[config.mk]
export PLATFORM = sky130hd
export DESIGN_NAME = instr_fetch_flat
export DESIGN_NICKNAME = d
export VERILOG_FILES = /design/src/rtl/mips_pkg.sv /design/src/rtl/instr_fetch_if.sv /design/src/rtl/instr_fetch_pc_next.sv /design/src/rtl/instr_fetch.sv /design/src/flat_wrapper.sv
export SDC_FILE = /design/constraint.sdc
export NUM_CORES = 1
export LEC_CHECK = 0
export BUFFER_PORTS_ARGS = -buffer_cell sky130_fd_sc_hd__buf_4
export CORE_UTILIZATION = 50
export CTS_CLUSTER_SIZE = 14
export DETAILED_ROUTE_END_ITERATION = 7
export MAX_ROUTING_LAYER = met4
export PLACE_DENSITY = 0.9
export SLEW_MARGIN = 20
export SYNTH_ARGS = -nofsm -noshare
export SYNTH_HDL_FRONTEND = slang
export SYNTH_SLANG_ARGS = --single-unit
[constraint.sdc]
create_clock -name clk -period 5.35 [get_ports clk]
set_input_delay 0.2675 -clock clk [delete_from_list [all_inputs] [get_ports clk]]
set_output_delay 0.2675 -clock clk [all_outputs]
set_load 0.02 [all_outputs]
[src/rtl/mips_pkg.sv]
// Shared definitions for the instruction-fetch slice.
//   fetch_state_t    : fetch FSM state encoding
//   DEFAULT_RESET_PC : default first fetch address after reset
//   OP_*             : opcode constants used by the controller
//   sext16           : 16-to-32 bit sign extension helper
package mips_pkg;

   typedef enum logic [1:0] {
      IDLE  = 2'd0,
      FETCH = 2'd1,
      HOLD  = 2'd2
   } fetch_state_t;

   localparam logic [31:0] DEFAULT_RESET_PC = 32'h0000_0000;

   localparam logic [5:0] OP_RTYPE = 6'b000000;
   localparam logic [5:0] OP_J     = 6'b000010;
   localparam logic [5:0] OP_BEQ   = 6'b000100;
   localparam logic [5:0] OP_BNE   = 6'b000101;

   function automatic logic [31:0] sext16(input logic [15:0] v);
      return {{16{v[15]}}, v};
   endfunction

endpackage

[src/rtl/instr_fetch_if.sv]
// Bus bundle between the fetch unit, instruction memory and the decode stage.
//   imem_req/imem_addr     : read request to instruction memory (fetch -> mem)
//   imem_ack/imem_rdata    : read response (mem -> fetch)
//   instr_valid/instr/op/funct/pc/pc_plus4 : held instruction (fetch -> decode)
//   instr_ready/pcsrc/jump : consume strobe and redirect controls (decode -> fetch)
// master = fetch unit side, slave = memory/decode side.
interface instr_fetch_if;
   import mips_pkg::*;

   logic        imem_req;
   logic [31:0] imem_addr;
   logic        imem_ack;
   logic [31:0] imem_rdata;
   logic        instr_valid;
   logic        instr_ready;
   logic [31:0] instr;
   logic [5:0]  op;
   logic [5:0]  funct;
   logic [31:0] pc;
   logic [31:0] pc_plus4;
   logic        pcsrc;
   logic        jump;

   modport master (
      output imem_req, imem_addr, instr_valid, instr, op, funct, pc, pc_plus4,
      input  imem_ack, imem_rdata, instr_ready, pcsrc, jump
   );

   modport slave (
      input  imem_req, imem_addr, instr_valid, instr, op, funct, pc, pc_plus4,
      output imem_ack, imem_rdata, instr_ready, pcsrc, jump
   );

endinterface

[src/rtl/instr_fetch_pc_next.sv]
// Next-PC selection, purely combinational.
//   pc_plus4 : address of the held instruction + 4
//   instr    : held instruction (jump target / branch offset fields)
//   pcsrc    : take branch
//   jump     : take jump, overrides pcsrc
//   next_pc  : selected next fetch address
module pc_next
   import mips_pkg::*;
(
   input  logic [31:0] pc_plus4,
   input  logic [31:0] instr,
   input  logic        pcsrc,
   input  logic        jump,
   output logic [31:0] next_pc
);

   logic [31:0] jump_target;
   logic [31:0] branch_target;

   // Both targets are word-aligned by construction, so next_pc[1:0] stays 0.
   assign jump_target   = {pc_plus4[31:28], instr[25:0], 2'b00};
   assign branch_target = pc_plus4 + (sext16(instr[15:0]) << 2);

   always_comb begin
      next_pc = pc_plus4;
      if (jump) begin
         next_pc = jump_target;
      end else if (pcsrc) begin
         next_pc = branch_target;
      end
   end

endmodule

[src/rtl/instr_fetch.sv]
// Instruction fetch unit: requests one word at pc, holds it for decode until
// consumed, then advances pc (sequential, branch or jump).
//   clk     : system clock, rising edge
//   reset_n : synchronous active-low reset
//   bus     : instr_fetch_if.master (memory request/response, held instruction,
//             consume strobe and redirect controls)
//
// state | meaning
// IDLE  | after reset; no request, nothing held; moves to FETCH next cycle
// FETCH | imem_req=1 at pc; waits (unbounded) for imem_ack, captures rdata
// HOLD  | instr_valid=1; waits for instr_ready, then loads next_pc
module instr_fetch
   import mips_pkg::*;
#(
   parameter logic [31:0] RESET_PC = DEFAULT_RESET_PC
)
(
   input  logic          clk,
   input  logic          reset_n,
   instr_fetch_if.master bus
);

   localparam logic [31:0] RESET_PC_ALIGNED = {RESET_PC[31:2], 2'b00};

   fetch_state_t state;
   fetch_state_t state_nxt;

   logic [31:0] pc_q;
   logic [31:0] instr_q;
   logic [31:0] pc_plus4;
   logic [31:0] next_pc;
   logic        req;
   logic        valid;
   logic        capture;
   logic        accept;

   assign pc_plus4 = pc_q + 32'd4;

   pc_next u_pc_next (
      .pc_plus4 (pc_plus4),
      .instr    (instr_q),
      .pcsrc    (bus.pcsrc),
      .jump     (bus.jump),
      .next_pc  (next_pc)
   );

   always_comb begin
      state_nxt = state;
      req       = 1'b0;
      valid     = 1'b0;
      capture   = 1'b0;
      accept    = 1'b0;
      case (state)
         IDLE: begin
            state_nxt = FETCH;
         end
         FETCH: begin
            req = 1'b1;
            if (bus.imem_ack) begin
               capture   = 1'b1;
               state_nxt = HOLD;
            end
         end
         HOLD: begin
            valid = 1'b1;
            if (bus.instr_ready) begin
               accept    = 1'b1;
               state_nxt = FETCH;
            end
         end
         default: begin
            state_nxt = IDLE;
         end
      endcase
   end

   always_ff @(posedge clk) begin
      if (!reset_n) begin
         state   <= IDLE;
         pc_q    <= RESET_PC_ALIGNED;
         instr_q <= '0;
      end else begin
         state <= state_nxt;
         if (capture) begin
            instr_q <= bus.imem_rdata;
         end
         if (accept) begin
            pc_q <= next_pc;
         end
      end
   end

   assign bus.imem_req    = req;
   assign bus.imem_addr   = pc_q;
   assign bus.instr_valid = valid;
   assign bus.instr       = instr_q;
   assign bus.op          = instr_q[31:26];
   assign bus.funct       = instr_q[5:0];
   assign bus.pc          = pc_q;
   assign bus.pc_plus4    = pc_plus4;

endmodule
[src/flat_wrapper.sv]
// flat-port wrapper written by rule: the top's interface ports become plain ports
module instr_fetch_flat import mips_pkg::*;
#(
   parameter logic [31:0] RESET_PC = DEFAULT_RESET_PC
)
  (clk, reset_n, bus_imem_req, bus_imem_addr, bus_instr_valid, bus_instr, bus_op, bus_funct, bus_pc, bus_pc_plus4, bus_imem_ack, bus_imem_rdata, bus_instr_ready, bus_pcsrc, bus_jump);
  instr_fetch_if bus_i ();
  input  logic clk;
  input  logic reset_n;
  output wire logic [$bits(bus_i.imem_req)-1:0] bus_imem_req;
  output wire logic [$bits(bus_i.imem_addr)-1:0] bus_imem_addr;
  output wire logic [$bits(bus_i.instr_valid)-1:0] bus_instr_valid;
  output wire logic [$bits(bus_i.instr)-1:0] bus_instr;
  output wire logic [$bits(bus_i.op)-1:0] bus_op;
  output wire logic [$bits(bus_i.funct)-1:0] bus_funct;
  output wire logic [$bits(bus_i.pc)-1:0] bus_pc;
  output wire logic [$bits(bus_i.pc_plus4)-1:0] bus_pc_plus4;
  input wire logic [$bits(bus_i.imem_ack)-1:0] bus_imem_ack;
  input wire logic [$bits(bus_i.imem_rdata)-1:0] bus_imem_rdata;
  input wire logic [$bits(bus_i.instr_ready)-1:0] bus_instr_ready;
  input wire logic [$bits(bus_i.pcsrc)-1:0] bus_pcsrc;
  input wire logic [$bits(bus_i.jump)-1:0] bus_jump;
  assign bus_imem_req = bus_i.imem_req;
  assign bus_imem_addr = bus_i.imem_addr;
  assign bus_instr_valid = bus_i.instr_valid;
  assign bus_instr = bus_i.instr;
  assign bus_op = bus_i.op;
  assign bus_funct = bus_i.funct;
  assign bus_pc = bus_i.pc;
  assign bus_pc_plus4 = bus_i.pc_plus4;
  assign bus_i.imem_ack = bus_imem_ack;
  assign bus_i.imem_rdata = bus_imem_rdata;
  assign bus_i.instr_ready = bus_instr_ready;
  assign bus_i.pcsrc = bus_pcsrc;
  assign bus_i.jump = bus_jump;
  instr_fetch #(.RESET_PC(RESET_PC)) u_core (.clk(clk), .reset_n(reset_n), .bus(bus_i));
endmodule
Yosys cells after proc, flatten, opt, wreduce, memory -nomap -nowiden --
Index checks and enable logic that the tools add are counted.
Operators by class: add/sub/neg operators 2, reductions and logical operators 2, mux-type cells 11, equality and inequality tests 4
Operators by type and width (number):
- $mux 32 | 2
- $add 32x3->32 const B | 1
- $add 32x32->32 | 1
- $mux 1 | 6
- $pmux 2 s3 | 1
- $mux 2 | 2
- $ne 2x2->1 const B | 2
- $eq 2x1->1 const B | 1
- $eq 2x2->1 const B | 1
- $logic_not 2->1 | 1
- $reduce_and 2->1 | 1
Word-level totals: input bits 38, flip-flop bits (word level) 66

Longest topological paths before layout --
Gate-level depths: netlist of the first run.
depth in word-level cells 4, gate-level depth with buffers 16, mapped depth without buffers 16

By module --
From an unflattened synthesis of the first run, not the netlist that was laid out.
Unflattened totals: cells, all modules 752, area, all modules 5664.2 µm²
By module, submodules not included:
- instr_fetch | times used 1, area an instance 3359.5 µm², seq. area each 1321.3 µm², cells an instance 415
- pc_next | times used 1, area an instance 2304.7 µm², seq. area each 0.0 µm², cells an instance 337

Worst setup path before layout of the first run --
No wires, ideal clock.
path type reg-to-reg, from register u_core.pc_q[4], in the netlist u_core.bus.imem_addr[4], to register u_core.pc_q[28], in the netlist u_core.bus.imem_addr[28], clock period less this slack 3998 ps, slack 1352 ps, library setup time 74 ps, cell stages (with the launch flop) 16, required time 5276 ps, arrival 3924 ps, path through dfxtp_1 -> and4_1 -> nand4_1 -> nor2_2 -> and3_1 -> xor2_1 -> ha_1 -> a21oi_1 -> and3_4 -> a221o_1 -> or2_4 -> a311oi_4 -> nand2b_1 -> a21boi_1 -> mux2_1 -> a31oi_1
On the way: word-level cells in the longest chain between the ends 4
Ends and longest elaborated chain:
- from (decl) | line instr_fetch.sv:28 | logic [31:0] pc_q;
- from (signal assigned) | line instr_fetch.sv:88 | pc_q <= next_pc;
- $add 32x3->32 | line instr_fetch.sv:37 | assign pc_plus4 = pc_q + 32'd4;
- net bus_pc_plus4[13] | line flat_wrapper.sv:17 | output wire logic [$bits(bus_i.pc_plus4)-1:0] bus_pc_plus4;
- $add 32x32->32 | line instr_fetch_pc_next.sv:22 | assign branch_target = pc_plus4 + (sext16(instr[15:0]) << 2);
- $mux 32 | line instr_fetch_pc_next.sv:28 | end else if (pcsrc) begin
- $mux 32 | line instr_fetch_pc_next.sv:26 | if (jump) begin
The timed path passes the listed nets, and every way through them passes these cells. A chain may end at the register's enable or synchronous reset.

Final worst setup path of the first run --
from register u_core.pc_q[12], in the netlist u_core.bus.imem_addr[12], to register u_core.pc_q[31], in the netlist u_core.bus.imem_addr[31]
On the way: word-level cells in the longest chain between the ends 4
Ends and longest elaborated chain (line):
- $add 32x3->32 (*) | instr_fetch.sv:37
- $add 32x32->32 | instr_fetch_pc_next.sv:22
- $mux 32 | instr_fetch_pc_next.sv:28
- $mux 32 (*) | instr_fetch_pc_next.sv:26
Every way passes the cells marked *; elsewhere a longest branch is shown, timed or not.

==> impl_table.tex, run 1 <==
\begin{tabular}{lr}
\hline
Metric & Value \\
\hline
\multicolumn{2}{l}{\textbf{Status}} \\
\quad Outcome & completed \\
\multicolumn{2}{l}{\textbf{Critical path}} \\
\quad Crit path required time & about 5600 ps \\
\quad Startpoint of the most critical register-to-register path & u\_core.bus.imem\_addr[12] \\
\quad CP cell instances & and4\_1 -> nand4\_1 -> nor2\_1 -> nand2\_2 -> nor2\_1 -> xor2\_1 -> ha\_1 -> nand2\_1 -> o21ai\_0 -> or3\_1 -> o21ai\_1 -> o21ai\_0 -> xor2\_1 -> a31o\_1 -> mux2i\_1 \\
\quad CP endpoint kind & flip-flop \\
\quad Largest fanout on the critical path & 7 \\
\quad Gate family responsible for the most delay along the worst path & simple AND/OR/NAND/NOR gates \\
\quad Buf+Inv Stages, Crit Path & 0 \\
\quad Instance count on the critical path & 15 \\
\quad Peak per-stage delay on the critical path & 460 ps \\
\quad Setup Crit Path Kind & flip-flop to flip-flop \\
\quad Worst EP arrival & 4350 ps \\
\quad Slowest cell on the critical path & sky130\_fd\_sc\_hd\_\_dfxtp\_1 \\
\quad Crit start category & flip-flop \\
\quad Worst reg2reg path depth & 15 \\
\quad Crit. Startpoint & u\_core.bus.imem\_addr[12] \\
\quad Setup slack on the worst flop-to-flop path & 1230 ps \\
\multicolumn{2}{l}{\textbf{GRT}} \\
\quad Grt met2 use & 0.441 \\
\quad Global-route wire length before repair & between 20 and 30 mm \\
\quad GRT met1 Usage & 0.375 \\
\quad GR Util All Layers & 0.290 \\
\quad Most used routing layer & met2 \\
\quad Via count of the first global-routing pass & a little over 5000 \\
\quad Residual overflow from global routing & 0 \\
\quad Antenna violations before repair & 0 \\
\quad Met3 layer usage reported by global route & 0.0550 \\
\quad Pin count of the biggest net entering global routing & 64 \\
\multicolumn{2}{l}{\textbf{Floorplanning}} \\
\quad Std cell rows & 37 \\
\quad Die outline area & between 10000 and 15000 µm² \\
\quad Placeable core area & 10400 µm² \\
\quad Height of the die & around 110 µm \\
\quad Initial cell density of the core & 0.518 \\
\quad Number of top-level design ports & 180 \\
\quad Floorplan die width & 106 µm \\
\multicolumn{2}{l}{\textbf{Layout}} \\
\quad Final Cell Area & 6630 µm² \\
\quad Combined area of the multi-input logic cells & 3560 µm² \\
\quad Number of inserted diodes & 0 \\
\quad Most common cell after layout, fill and taps aside & sky130\_fd\_sc\_hd\_\_buf\_4 \\
\quad Flip-flop and latch area & 1280 µm² \\
\quad Nets & 897 \\
\quad Top library cells by usage in the layout, fill and taps aside & 176 x sky130\_fd\_sc\_hd\_\_buf\_4, 146 x sky130\_fd\_sc\_hd\_\_nand2\_1, 64 x sky130\_fd\_sc\_hd\_\_dfxtp\_1 \\
\quad P\&R area growth vs syn & 23.4\% \\
\quad Fill count & 907 \\
\quad Share of final-layout standard cells stronger than drive strength 1 & 0.253 \\
\quad Final non-filler cell total & 963 \\
\multicolumn{2}{l}{\textbf{Yosys}} \\
\quad Flip-flop cell with the highest count after synthesis & sky130\_fd\_sc\_hd\_\_dfxtp\_1 \\
\quad Area leader, netlist & sky130\_fd\_sc\_hd\_\_dfxtp\_1 \\
\quad Flip-flop and latch count after synthesis & between 60 and 70 \\
\quad Area of the mapped netlist & 5370 µm² \\
\quad Yosys top cell area share & 0.238 \\
\quad Sequential area share after synthesis & 0.238 \\
\quad Count of warnings emitted by yosys & 0 \\
\quad Cell types with the largest area share after synthesis & sky130\_fd\_sc\_hd\_\_dfxtp\_1 24\%, sky130\_fd\_sc\_hd\_\_nand2\_1 10\%, sky130\_fd\_sc\_hd\_\_ha\_1 8.4\% \\
\quad Count of unique library cells instantiated by Yosys & 67 \\
\quad Share of synthesized registers carrying an async set or reset & 0 \\
\quad Average size of a mapped cell & approximately 7.5 µm² \\
\quad Number of enable-type register cells in the synthesized netlist & 0 \\
\quad Synthesized netlist cell count & 712 \\
\multicolumn{2}{l}{\textbf{Timing}} \\
\quad Setup TNS & 0 ps \\
\quad Final Max Slew Viols & 0 \\
\quad Final hold violation count & 0 \\
\quad Slew at the pin with the worst max-slew slack & between 1000 and 1500 ps \\
\quad Portion of the clock cycle consumed by the worst path in the final layout & 0.770 \\
\quad Max Fclk & between 200 and 250 MHz \\
\quad Unrepaired setup endpoints after global routing & false \\
\quad Setup violation total in the final timing report & 0 \\
\quad Setup Skew & 14.2 ps \\
\quad Clock period minus worst slack & between 4000 and 5000 ps \\
\quad Worst Setup Slack, final & 1230 ps \\
\quad Max-slew headroom at the worst pin & 0.272 \\
\multicolumn{2}{l}{\textbf{Route}} \\
\quad Count of TritonRoute iterations in the first routing pass & 7 \\
\quad DRC errors left & 0 \\
\quad Number of design-rule violations left by the first detailed-router iteration & 383 \\
\quad Ratio of routed vias to standard cells & 5.70 \\
\quad Total wire length after detailed routing & 15.9 mm \\
\quad Post-DRT Antenna Nets & 0 \\
\quad Routed length per placed instance & $\sim$17 µm \\
\quad Count of vias placed by the detailed router & $\sim$5500 \\
\multicolumn{2}{l}{\textbf{Pwr}} \\
\quad Cell Pwr Density & 190 nW/µm² \\
\quad Total power & 1260 µW \\
\quad Leak Pwr & 0.00312 µW \\
\quad Worst-case vdd ir drop & 0.173 mV \\
\multicolumn{2}{l}{\textbf{Placement}} \\
\quad Area after detailed placement & 6380 µm² \\
\quad Estimated wirelength of the detail-placed design & 12.0 mm \\
\quad Placement-stage worst setup slack & 1320 ps \\
\quad Routability-driven placement congestion ratio & a little under 1 \\
\quad Number of buffers added on ports & 173 \\
\quad Placed insts & about 950 \\
\multicolumn{2}{l}{\textbf{Min path}} \\
\quad Beginning of the worst hold path & bus\_imem\_rdata[9] \\
\quad Class of the tightest hold or removal check & input port to flip-flop \\
\quad Worst hold path depth & 3 \\
\multicolumn{2}{l}{\textbf{Clock tree}} \\
\quad Total of hold buffers inserted after clock tree synthesis & 0 \\
\quad Setup fix buffers added after clock tree synthesis & 0 \\
\quad CTS tree & yes \\
\quad Maximum count of clock buffers along a single path & 2 \\
\quad Later-pin clock latency in the skew report & about 340 ps \\
\quad Clk root buf & sky130\_fd\_sc\_hd\_\_clkbuf\_8 \\
\quad Total number of clock tree sinks & 64 \\
\quad H-tree lvl count & 3 \\
\quad Clock buffers created by TritonCTS & 9 \\
\quad Clock-pin slew of the registers on the worst-case setup and hold paths & 80 ps \\
\quad Gates resized, CTS repair & 0 \\
\multicolumn{2}{l}{\textbf{Run}} \\
\quad Max-cap violations & 0 \\
\hline
\end{tabular}
final timing paths:
path,to
max,u_core.bus.imem_addr[31]
min,u_core.bus.instr[9]
max reg2reg,u_core.bus.imem_addr[31]
min reg2reg,u_core.bus.instr[31]
cells in the mapped netlist (all sizes together), types with 3 or more instances:
cell type,number
and4,5
nor2b,6
o211ai,13
or2,3
buf,51
ha,36
a31oi,5
o22a,4
a32o,6
clkbuf,31
a21oi,35
nand3,23
o21a,3
xnor2,27
nand2b,6
a21o,13
a31o,5
o21bai,5
nand2,147
nand4,11
nor3,4
o21ai,34
and2,15
mux2i,7
and3,6
a21boi,37
inv,13
nor2,41
a221o,3
xor2,25
dfxtp,64
worst min-delay path: cells and delay by family:
family	cells	cell delay, ps
buf+inv	1	110
simple gates	1	40
compound gates	1	60
layout make-up:
cell class / instances / share of cell area
multi-input cells: 558 / 0.536
clock buffers: 10 / 0.0208
repair buffers: 176 / 0.199
flip-flops and latches: 64 / 0.193
clock inverters: 6 / 0.0174
inverters: 13 / 0.00736
well taps: 136 / 0.0257
where the power goes:
part           total (µW)  internal, µW  switching [µW]
Clock                 531           325             206
Sequential            512           491            21.6
Combinational         216          88.7             127
flip-flops by register name, summed over array words and instances, names as in the netlist:
register / cells
u_core.bus.imem_addr: 30
u_core.bus.instr: 32
u_core.state: 2
cells by family after synthesis:
| family | count (synthesis) | synth area share |
|---|---|---|
| buf+inv | 95 | 0.103 |
| xor+xnor | 52 | 0.0848 |
| other cells | 1 | 0.000698 |
| flops | 64 | 0.238 |
| fa+ha+maj | 37 | 0.0876 |
| compound gates | 182 | 0.237 |
| mux | 9 | 0.0172 |
| simple gates | 272 | 0.231 |
routing by layer:
metal	routed length [µm]	up-vias
met2	7290	276
met1	6900	2511
met4	492	0
li1	-	2660
met3	1240	41
met5	0	-
through the flow:
step                 util  hold slack [ps]
global placement    0.615              471
global route        0.639              169
finish              0.639              176
floorplan               -              412
CTS                 0.639              167
detailed placement  0.615              473
(Power assumes the default switching activity.)
==> run 2, diff against run 1 <==
--- a/config.mk
+++ b/config.mk
@@ -5,12 +5,13 @@
 export SDC_FILE = /design/constraint.sdc
 export NUM_CORES = 1
 export LEC_CHECK = 0
+export ABC_AREA = 1
 export BUFFER_PORTS_ARGS = -buffer_cell sky130_fd_sc_hd__buf_4
 export CORE_UTILIZATION = 50
 export CTS_CLUSTER_SIZE = 14
 export DETAILED_ROUTE_END_ITERATION = 7
 export MAX_ROUTING_LAYER = met4
-export PLACE_DENSITY = 0.9
+export PLACE_DENSITY = 0.89
 export SLEW_MARGIN = 20
 export SYNTH_ARGS = -nofsm -noshare
 export SYNTH_HDL_FRONTEND = slang
==> constraint.sdc (replaced) <==
create_clock -name clk -period 3.8 [get_ports clk]
set_input_delay 0.19 -clock clk [delete_from_list [all_inputs] [get_ports clk]]
set_output_delay 0.19 -clock clk [all_outputs]
set_load 0.02 [all_outputs]
==> run 2 against run 1 <==
The flow now finishes with violations (design-rule violations). Register-to-register slack lost 900 ps. Area after synthesis up 13%. Final cell count rose by 35%. Via count grew 33%. Power is 57% higher. Count of clock-buffer cells in the layout decreased by 1. Non-clock buffer count grew 11. Sequential share of layout area decreased by 2.1 points. Sequential power increased by 44%. Largest cell class unchanged.
==> impl_table.tex, run 2 <==
\begin{tabular}{lr}
\hline
Metric & Value \\
\hline
\multicolumn{2}{l}{\textbf{Critical path}} \\
\quad Crit start category & flip-flop \\
\quad Worst EP arrival & 3750 ps \\
\quad Buf+Inv Stages, Crit Path & 1 \\
\quad Peak per-stage delay on the critical path & 470 ps \\
\quad Gate family responsible for the most delay along the worst path & simple AND/OR/NAND/NOR gates \\
\quad Setup Crit Path Kind & flip-flop to flip-flop \\
\quad Slowest cell on the critical path & sky130\_fd\_sc\_hd\_\_dfxtp\_1 \\
\quad CP endpoint kind & flip-flop \\
\quad Setup slack on the worst flop-to-flop path & 330 ps \\
\quad CP cell instances & ha\_1 -> nand3\_1 -> inv\_2 -> nand2\_2 -> nor2\_1 -> nand2\_1 -> nand2\_1 -> ha\_1 -> nand2\_1 -> nor2\_1 -> nand3\_1 -> nand3b\_1 -> nand2\_1 -> nand2\_1 -> xor2\_1 -> nand2\_1 -> a21oi\_1 \\
\quad Crit path required time & around 4000 ps \\
\quad Largest fanout on the critical path & 6 \\
\quad Cell seen most often among critical-path stages & sky130\_fd\_sc\_hd\_\_nand2\_1 \\
\multicolumn{2}{l}{\textbf{Yosys}} \\
\quad Share of synthesized registers carrying an async set or reset & 0 \\
\quad Cell types with the largest area share after synthesis & sky130\_fd\_sc\_hd\_\_dfxtp\_1 21\%, sky130\_fd\_sc\_hd\_\_nand2\_1 17\%, sky130\_fd\_sc\_hd\_\_a21oi\_1 9.7\% \\
\quad Count of unique library cells instantiated by Yosys & 38 \\
\quad Number of enable-type register cells in the synthesized netlist & 0 \\
\quad Area of the mapped netlist & 6050 µm² \\
\quad Flip-flop and latch count after synthesis & 64 \\
\quad Sequential area share after synthesis & 0.212 \\
\quad Synthesized netlist cell count & 1024 \\
\quad Area leader, netlist & sky130\_fd\_sc\_hd\_\_dfxtp\_1 \\
\quad Most numerous cell in the Yosys netlist & sky130\_fd\_sc\_hd\_\_nand2\_1 \\
\quad Average size of a mapped cell & 5.90 µm² \\
\quad Yosys top cell area share & 0.212 \\
\quad Flip-flop cell with the highest count after synthesis & sky130\_fd\_sc\_hd\_\_dfxtp\_1 \\
\quad Post-synth top cells & 281 x sky130\_fd\_sc\_hd\_\_nand2\_1, 142 x sky130\_fd\_sc\_hd\_\_inv\_1, 117 x sky130\_fd\_sc\_hd\_\_a21oi\_1, 88 x sky130\_fd\_sc\_hd\_\_nand3\_1, 73 x sky130\_fd\_sc\_hd\_\_nor2\_1 \\
\quad Count of warnings emitted by yosys & 0 \\
\multicolumn{2}{l}{\textbf{Placement}} \\
\quad Area after detailed placement & $\sim$7200 µm² \\
\quad Estimated wirelength of the detail-placed design & 17.6 mm \\
\quad Routability-driven placement congestion ratio & 1.06 \\
\quad Number of buffers added on ports & 173 \\
\multicolumn{2}{l}{\textbf{Timing}} \\
\quad Setup violation total in the final timing report & 0 \\
\quad Clock period minus worst slack & 3470 ps \\
\quad Final hold violation count & 0 \\
\quad Max Fclk & 288 MHz \\
\quad Slew at the pin with the worst max-slew slack & around 750 ps \\
\quad Unrepaired setup endpoints after global routing & false \\
\quad Max-slew headroom at the worst pin & 0.497 \\
\quad Final Max Slew Viols & 0 \\
\quad Setup TNS & 0 ps \\
\quad Setup Skew & 10.8 ps \\
\quad Portion of the clock cycle consumed by the worst path in the final layout & 0.913 \\
\multicolumn{2}{l}{\textbf{Layout}} \\
\quad Share of final-layout standard cells stronger than drive strength 1 & 0.193 \\
\quad Final core utilization & 0.642 \\
\quad Final Cell Area & 7460 µm² \\
\quad Nets & 1227 \\
\quad Number of inserted diodes & 0 \\
\quad Flip-flop and latch area & approximately 1300 µm² \\
\quad P\&R area growth vs syn & 23.4\% \\
\quad Fill count & 1109 \\
\quad Largest register FFs & 32 \\
\quad Top library cells by usage in the layout, fill and taps aside & 281 x sky130\_fd\_sc\_hd\_\_nand2\_1, 187 x sky130\_fd\_sc\_hd\_\_buf\_4, 142 x sky130\_fd\_sc\_hd\_\_inv\_1 \\
\quad Combined area of the multi-input logic cells & 3770 µm² \\
\quad Most common cell after layout, fill and taps aside & sky130\_fd\_sc\_hd\_\_nand2\_1 \\
\multicolumn{2}{l}{\textbf{Clock tree}} \\
\quad Later-pin clock latency in the skew report & between 300 and 400 ps \\
\quad CTS tree & yes \\
\quad Clock-pin slew of the registers on the worst-case setup and hold paths & 70 ps \\
\quad Gates resized, CTS repair & 0 \\
\quad Maximum count of clock buffers along a single path & 2 \\
\quad Total number of clock tree sinks & 64 \\
\quad H-tree lvl count & 3 \\
\quad Setup fix buffers added after clock tree synthesis & 0 \\
\quad Total of hold buffers inserted after clock tree synthesis & 0 \\
\quad Clock buffers created by TritonCTS & 9 \\
\quad Clk root buf & sky130\_fd\_sc\_hd\_\_clkbuf\_16 \\
\multicolumn{2}{l}{\textbf{Min path}} \\
\quad Class of the tightest hold or removal check & input port to flip-flop \\
\multicolumn{2}{l}{\textbf{Pwr}} \\
\quad Total power & 1970 µW \\
\quad Worst-case vdd ir drop & 0.328 mV \\
\quad Cell Pwr Density & 265 nW/µm² \\
\quad Leak Pwr & 0.00390 µW \\
\multicolumn{2}{l}{\textbf{Floorplanning}} \\
\quad Initial cell density of the core & 0.521 \\
\quad Placeable core area & $\sim$12000 µm² \\
\quad Number of top-level design ports & 180 \\
\quad Die outline area & 12500 µm² \\
\quad Height of the die & 112 µm \\
\quad Std cell rows & 39 \\
\quad Floorplan die width & 112 µm \\
\multicolumn{2}{l}{\textbf{Route}} \\
\quad Post-DRT Antenna Nets & 0 \\
\quad Routed length per placed instance & 17.5 µm \\
\quad Total wire length after detailed routing & 22.8 mm \\
\quad Routed metal-1 wirelength & 9.30 mm \\
\quad Count of TritonRoute iterations in the first routing pass & 7 \\
\quad DR WL met2 & 10.3 mm \\
\quad DRC errors left & 3 \\
\quad Met3 WL & approximately 2.4 mm \\
\quad Ratio of routed vias to standard cells & 5.61 \\
\quad Top Layer Used & met4 \\
\quad Count of vias placed by the detailed router & 7292 \\
\quad Number of design-rule violations left by the first detailed-router iteration & about 850 \\
\multicolumn{2}{l}{\textbf{Run}} \\
\quad Max-cap violations & 0 \\
\multicolumn{2}{l}{\textbf{GRT}} \\
\quad GR Util All Layers & 0.369 \\
\quad Residual overflow from global routing & 0 \\
\quad Via count of the first global-routing pass & 6833 \\
\quad Pin count of the biggest net entering global routing & 41 \\
\quad Antenna violations before repair & 0 \\
\quad Global-route wire length before repair & 35.0 mm \\
\multicolumn{2}{l}{\textbf{Status}} \\
\quad Outcome & finished, violations left \\
\quad Failing checks & design-rule violations \\
\hline
\end{tabular}
## run 2: report_power, final
part / total, µW / switching, µW / internal (µW)
clock network: 813 / 364 / 449
logic: 423 / 264 / 159
registers: 739 / 41.1 / 698
## run 2: stage by stage
stage | hold slack, ps | cells | setup slack [ps]
floorplan | 328 | 1029 | 906
global route | 142 | 1300 | 10.7
CTS | 114 | 1300 | 390
detailed placement | 460 | 1284 | 405
global placement | 454 | 1284 | 411
finish | 115 | 1300 | 330
## run 2: final timing paths
check / from / to / cells after the start
max reg2reg: u_core.bus.imem_addr[2] / u_core.bus.imem_addr[21] / 17
min: bus_imem_rdata[9] / u_core.bus.instr[9] / 3
max: u_core.bus.imem_addr[2] / u_core.bus.imem_addr[21] / 17
min reg2reg: u_core.bus.instr[26] / u_core.bus.instr[26] / 2
## run 2: layout make-up
| type | instances | area share |
|---|---|---|
| Clock buffer | 9 | 0.0302 |
| Clock inverter | 7 | 0.00738 |
| Inverter | 144 | 0.0725 |
| Multi-Input combinational cell | 746 | 0.506 |
| Sequential cell | 64 | 0.172 |
| Tap cell | 143 | 0.0240 |
| Timing Repair Buffer | 187 | 0.188 |
## run 2: per-layer routing
layer  track usage  vias to the layer above
met2         0.577                      484
met5             -                        -
met4         0.158                        0
met3        0.0648                       59
met1         0.468                     3250
li1              -                     3499
## run 2: worst min-delay path: cells and delay by family
kind | cells | cell delay (ps)
buffers and inverters | 1 | 80
AO/OA/AOI/OAI | 2 | 150
## run 2: cells by family after synthesis
kind of cell / count (synthesis) / synth area share
xor+xnor: 19 / 0.0288
compound gates: 196 / 0.171
simple gates: 488 / 0.343
other cells: 1 / 0.000620
fa+ha+maj: 37 / 0.0778
buf+inv: 219 / 0.167
flops: 64 / 0.212
==> run 3, diff against run 2 <==
--- a/config.mk
+++ b/config.mk
@@ -7,6 +7,7 @@
 export LEC_CHECK = 0
 export ABC_AREA = 1
 export BUFFER_PORTS_ARGS = -buffer_cell sky130_fd_sc_hd__buf_4
+export CORE_MARGIN = 2
 export CORE_UTILIZATION = 50
 export CTS_CLUSTER_SIZE = 14
 export DETAILED_ROUTE_END_ITERATION = 7
==> run 3 against run 2 <==
The flow now finishes without violations. Sequential cell count unchanged. Count of clock-buffer cells in the layout up 1. Routed wire length shrank 2.2%. Power grew 3.5%. Fmax shrank 1.1%. Largest cell class unchanged. Largest power group unchanged.
==> impl_table.tex, run 3 (synthesized netlist as in run 2, its figures left out) <==
\begin{tabular}{lr}
\hline
Metric & Value \\
\hline
\multicolumn{2}{l}{\textbf{Critical path}} \\
\quad Crit. Startpoint & u\_core.bus.imem\_addr[2] \\
\quad Startpoint of the most critical register-to-register path & u\_core.bus.imem\_addr[2] \\
\quad Crit start category & flip-flop \\
\quad Worst reg2reg path depth & 16 \\
\quad R2R Path End & u\_core.bus.imem\_addr[23] \\
\quad Setup slack on the worst flop-to-flop path & 290 ps \\
\quad Worst EP arrival & 3710 ps \\
\quad Crit path required time & $\sim$4000 ps \\
\quad Largest fanout on the critical path & 6 \\
\quad Setup Crit Path Kind & flip-flop to flip-flop \\
\quad CP endpoint kind & flip-flop \\
\quad Capturing element of the worst setup path & u\_core.bus.imem\_addr[23] \\
\multicolumn{2}{l}{\textbf{Min path}} \\
\quad Beginning of the worst hold path & bus\_imem\_rdata[13] \\
\quad Class of the tightest hold or removal check & input port to flip-flop \\
\multicolumn{2}{l}{\textbf{Pwr}} \\
\quad Sw Pwr & around 660 µW \\
\quad Worst-case vdd ir drop & 0.251 mV \\
\quad Leak Pwr & approximately 0.0039 µW \\
\quad Internal & 1380 µW \\
\quad Switching portion of total power & 0.323 \\
\quad Seq pwr share & 0.361 \\
\quad Clock network fraction of total power & 0.433 \\
\quad Cell Pwr Density & between 200 and 300 nW/µm² \\
\quad Proportion of power drawn by combinational gates & 0.206 \\
\multicolumn{2}{l}{\textbf{Clock tree}} \\
\quad Clock-pin slew of the registers on the worst-case setup and hold paths & 60 ps \\
\quad Maximum count of clock buffers along a single path & 2 \\
\quad Total of hold buffers inserted after clock tree synthesis & 0 \\
\quad Setup fix buffers added after clock tree synthesis & 0 \\
\quad Total number of clock tree sinks & 64 \\
\quad Gates resized, CTS repair & 0 \\
\quad Clock buffers created by TritonCTS & 9 \\
\quad Clk root buf & sky130\_fd\_sc\_hd\_\_clkbuf\_16 \\
\quad Later-pin clock latency in the skew report & 350 ps \\
\quad CTS tree & yes \\
\quad H-tree lvl count & 3 \\
\multicolumn{2}{l}{\textbf{GRT}} \\
\quad Global-route wire length before repair & between 30 and 40 mm \\
\quad Residual overflow from global routing & 0 \\
\quad Most used routing layer & met2 \\
\quad Grt met2 use & 0.546 \\
\quad Antenna violations before repair & 0 \\
\quad Via count of the first global-routing pass & 6665 \\
\quad Pin count of the biggest net entering global routing & 41 \\
\quad Met3 layer usage reported by global route & 0.0691 \\
\quad GRT met1 Usage & 0.456 \\
\quad GR Util All Layers & 0.354 \\
\multicolumn{2}{l}{\textbf{Timing}} \\
\quad Unrepaired setup endpoints after global routing & false \\
\quad Worst Setup Slack, final & 290 ps \\
\quad Final hold violation count & 0 \\
\quad Clock period minus worst slack & 3510 ps \\
\quad Setup TNS & 0 ps \\
\quad Setup violation total in the final timing report & 0 \\
\quad Slew at the pin with the worst max-slew slack & 965 ps \\
\quad Post-Route Hold Slack & around 100 ps \\
\quad Final Max Slew Viols & 0 \\
\quad Max-slew headroom at the worst pin & 0.354 \\
\quad Setup Skew & 10.3 ps \\
\quad Max Fclk & $\sim$280 MHz \\
\quad Portion of the clock cycle consumed by the worst path in the final layout & 0.924 \\
\multicolumn{2}{l}{\textbf{Floorplanning}} \\
\quad Floorplan die width & about 110 µm \\
\quad Number of top-level design ports & 180 \\
\quad Std cell rows & 40 \\
\quad Initial cell density of the core & 0.508 \\
\quad Height of the die & between 100 and 150 µm \\
\quad Die outline area & 13000 µm² \\
\quad Placeable core area & 11900 µm² \\
\multicolumn{2}{l}{\textbf{Layout}} \\
\quad Top library cells by usage in the layout, fill and taps aside & 281 x sky130\_fd\_sc\_hd\_\_nand2\_1, 185 x sky130\_fd\_sc\_hd\_\_buf\_4, 142 x sky130\_fd\_sc\_hd\_\_inv\_1 \\
\quad Largest register FFs & 32 \\
\quad Share of final-layout standard cells stronger than drive strength 1 & 0.192 \\
\quad Final Cell Area & 7480 µm² \\
\quad Number of inserted diodes & 0 \\
\quad P\&R area growth vs syn & 23.7\% \\
\quad Nets & 1225 \\
\quad Final core utilization & 0.628 \\
\quad Most common cell after layout, fill and taps aside & sky130\_fd\_sc\_hd\_\_nand2\_1 \\
\multicolumn{2}{l}{\textbf{Run}} \\
\quad Max-cap violations & 0 \\
\multicolumn{2}{l}{\textbf{Placement}} \\
\quad Estimated wirelength of the detail-placed design & 17.4 mm \\
\quad Number of buffers added on ports & 173 \\
\quad Area after detailed placement & 7170 µm² \\
\quad Routability-driven placement congestion ratio & 1.02 \\
\quad Placement-stage worst setup slack & 320 ps \\
\multicolumn{2}{l}{\textbf{Route}} \\
\quad Total wire length after detailed routing & 22.3 mm \\
\quad Ratio of routed vias to standard cells & 5.54 \\
\quad Post-DRT Antenna Nets & 0 \\
\quad DRC errors left & 0 \\
\quad Routed length per placed instance & 17.1 µm \\
\quad Count of TritonRoute iterations in the first routing pass & 5 \\
\quad Number of design-rule violations left by the first detailed-router iteration & 675 \\
\quad Count of vias placed by the detailed router & 7215 \\
\multicolumn{2}{l}{\textbf{Status}} \\
\quad Outcome & completed \\
\hline
\end{tabular}
## run 3: changes by cell type in the layout (fill, tap and decap cells not counted), sizes merged
cell      previous run  this run
buf                187       185
inv                147       145
bufinv               0         1
clkbuf               9        10
clkinv               2         1
clkinvlp             2         3
## run 3: worst min-delay path by stage
stage | to | slack [ps] | cells past startpoint
2_1_floorplan | u_core.bus.imem_addr[31] | 330 | 2
3_3_place_gp | u_core.bus.instr[10] | 450 | 3
3_5_place_dp | u_core.bus.instr[18] | 460 | 3
4_1_cts | u_core.bus.instr[8] | 100 | 3
5_1_grt | u_core.bus.instr[13] | 110 | 3
6_report | u_core.bus.instr[13] | 100 | 3
## run 3: power groups by stage
stage | combinational, µW | sequential, µW | clock (µW)
2_1_floorplan | 236 | 772 | 0
3_3_place_gp | 411 | 749 | 0
3_5_place_dp | 415 | 750 | 0
4_1_cts | 417 | 736 | 883
5_1_grt | 455 | 740 | 923
6_report | 422 | 737 | 885
## run 3: worst max-delay path, stage by stage, from the launching register on
cell and delay, ps:
sky130_fd_sc_hd__dfxtp_1 470, sky130_fd_sc_hd__ha_1 330, sky130_fd_sc_hd__nand3_1 200, sky130_fd_sc_hd__inv_2 160, sky130_fd_sc_hd__nand2_2 120, sky130_fd_sc_hd__o21ai_0 180, sky130_fd_sc_hd__nand2_1 130, sky130_fd_sc_hd__ha_1 420
sky130_fd_sc_hd__nand2_1 110, sky130_fd_sc_hd__inv_1 80, sky130_fd_sc_hd__nand2_1 90, sky130_fd_sc_hd__nor3_1 390, sky130_fd_sc_hd__nand3_1 220, sky130_fd_sc_hd__nand4_1 140, sky130_fd_sc_hd__nand3_1 160, sky130_fd_sc_hd__nand2_1 100
sky130_fd_sc_hd__a21oi_1 60
## run 3: through the flow
stage | instances | total power [µW]
final | 1302 | 2040
after global placement | 1286 | 1160
after CTS | 1302 | 2030
after floorplan | 1029 | 1010
after detailed placement | 1286 | 1160
after global routing | 1302 | 2120
## run 3: per-layer routing
| layer | wire length, µm | vias up |
|---|---|---|
| met2 | 10100 | 370 |
| met4 | 733 | 0 |
| met5 | 0 | - |
| met1 | 9470 | 3280 |
| met3 | 2000 | 60 |
| li1 | - | 3505 |
## run 3: final cells by class
| cell class | count | area, µm² |
|---|---|---|
| Clock buffer | 10 | 239 |
| Tap cell | 147 | 184 |
| Sequential cell | 64 | 1280 |
| Inverter | 144 | 541 |
| Timing Repair Buffer | 185 | 1390 |
| Fill cell | 1185 | 4430 |
| Clock inverter | 6 | 66.3 |
| Multi-Input combinational cell | 746 | 3780 |
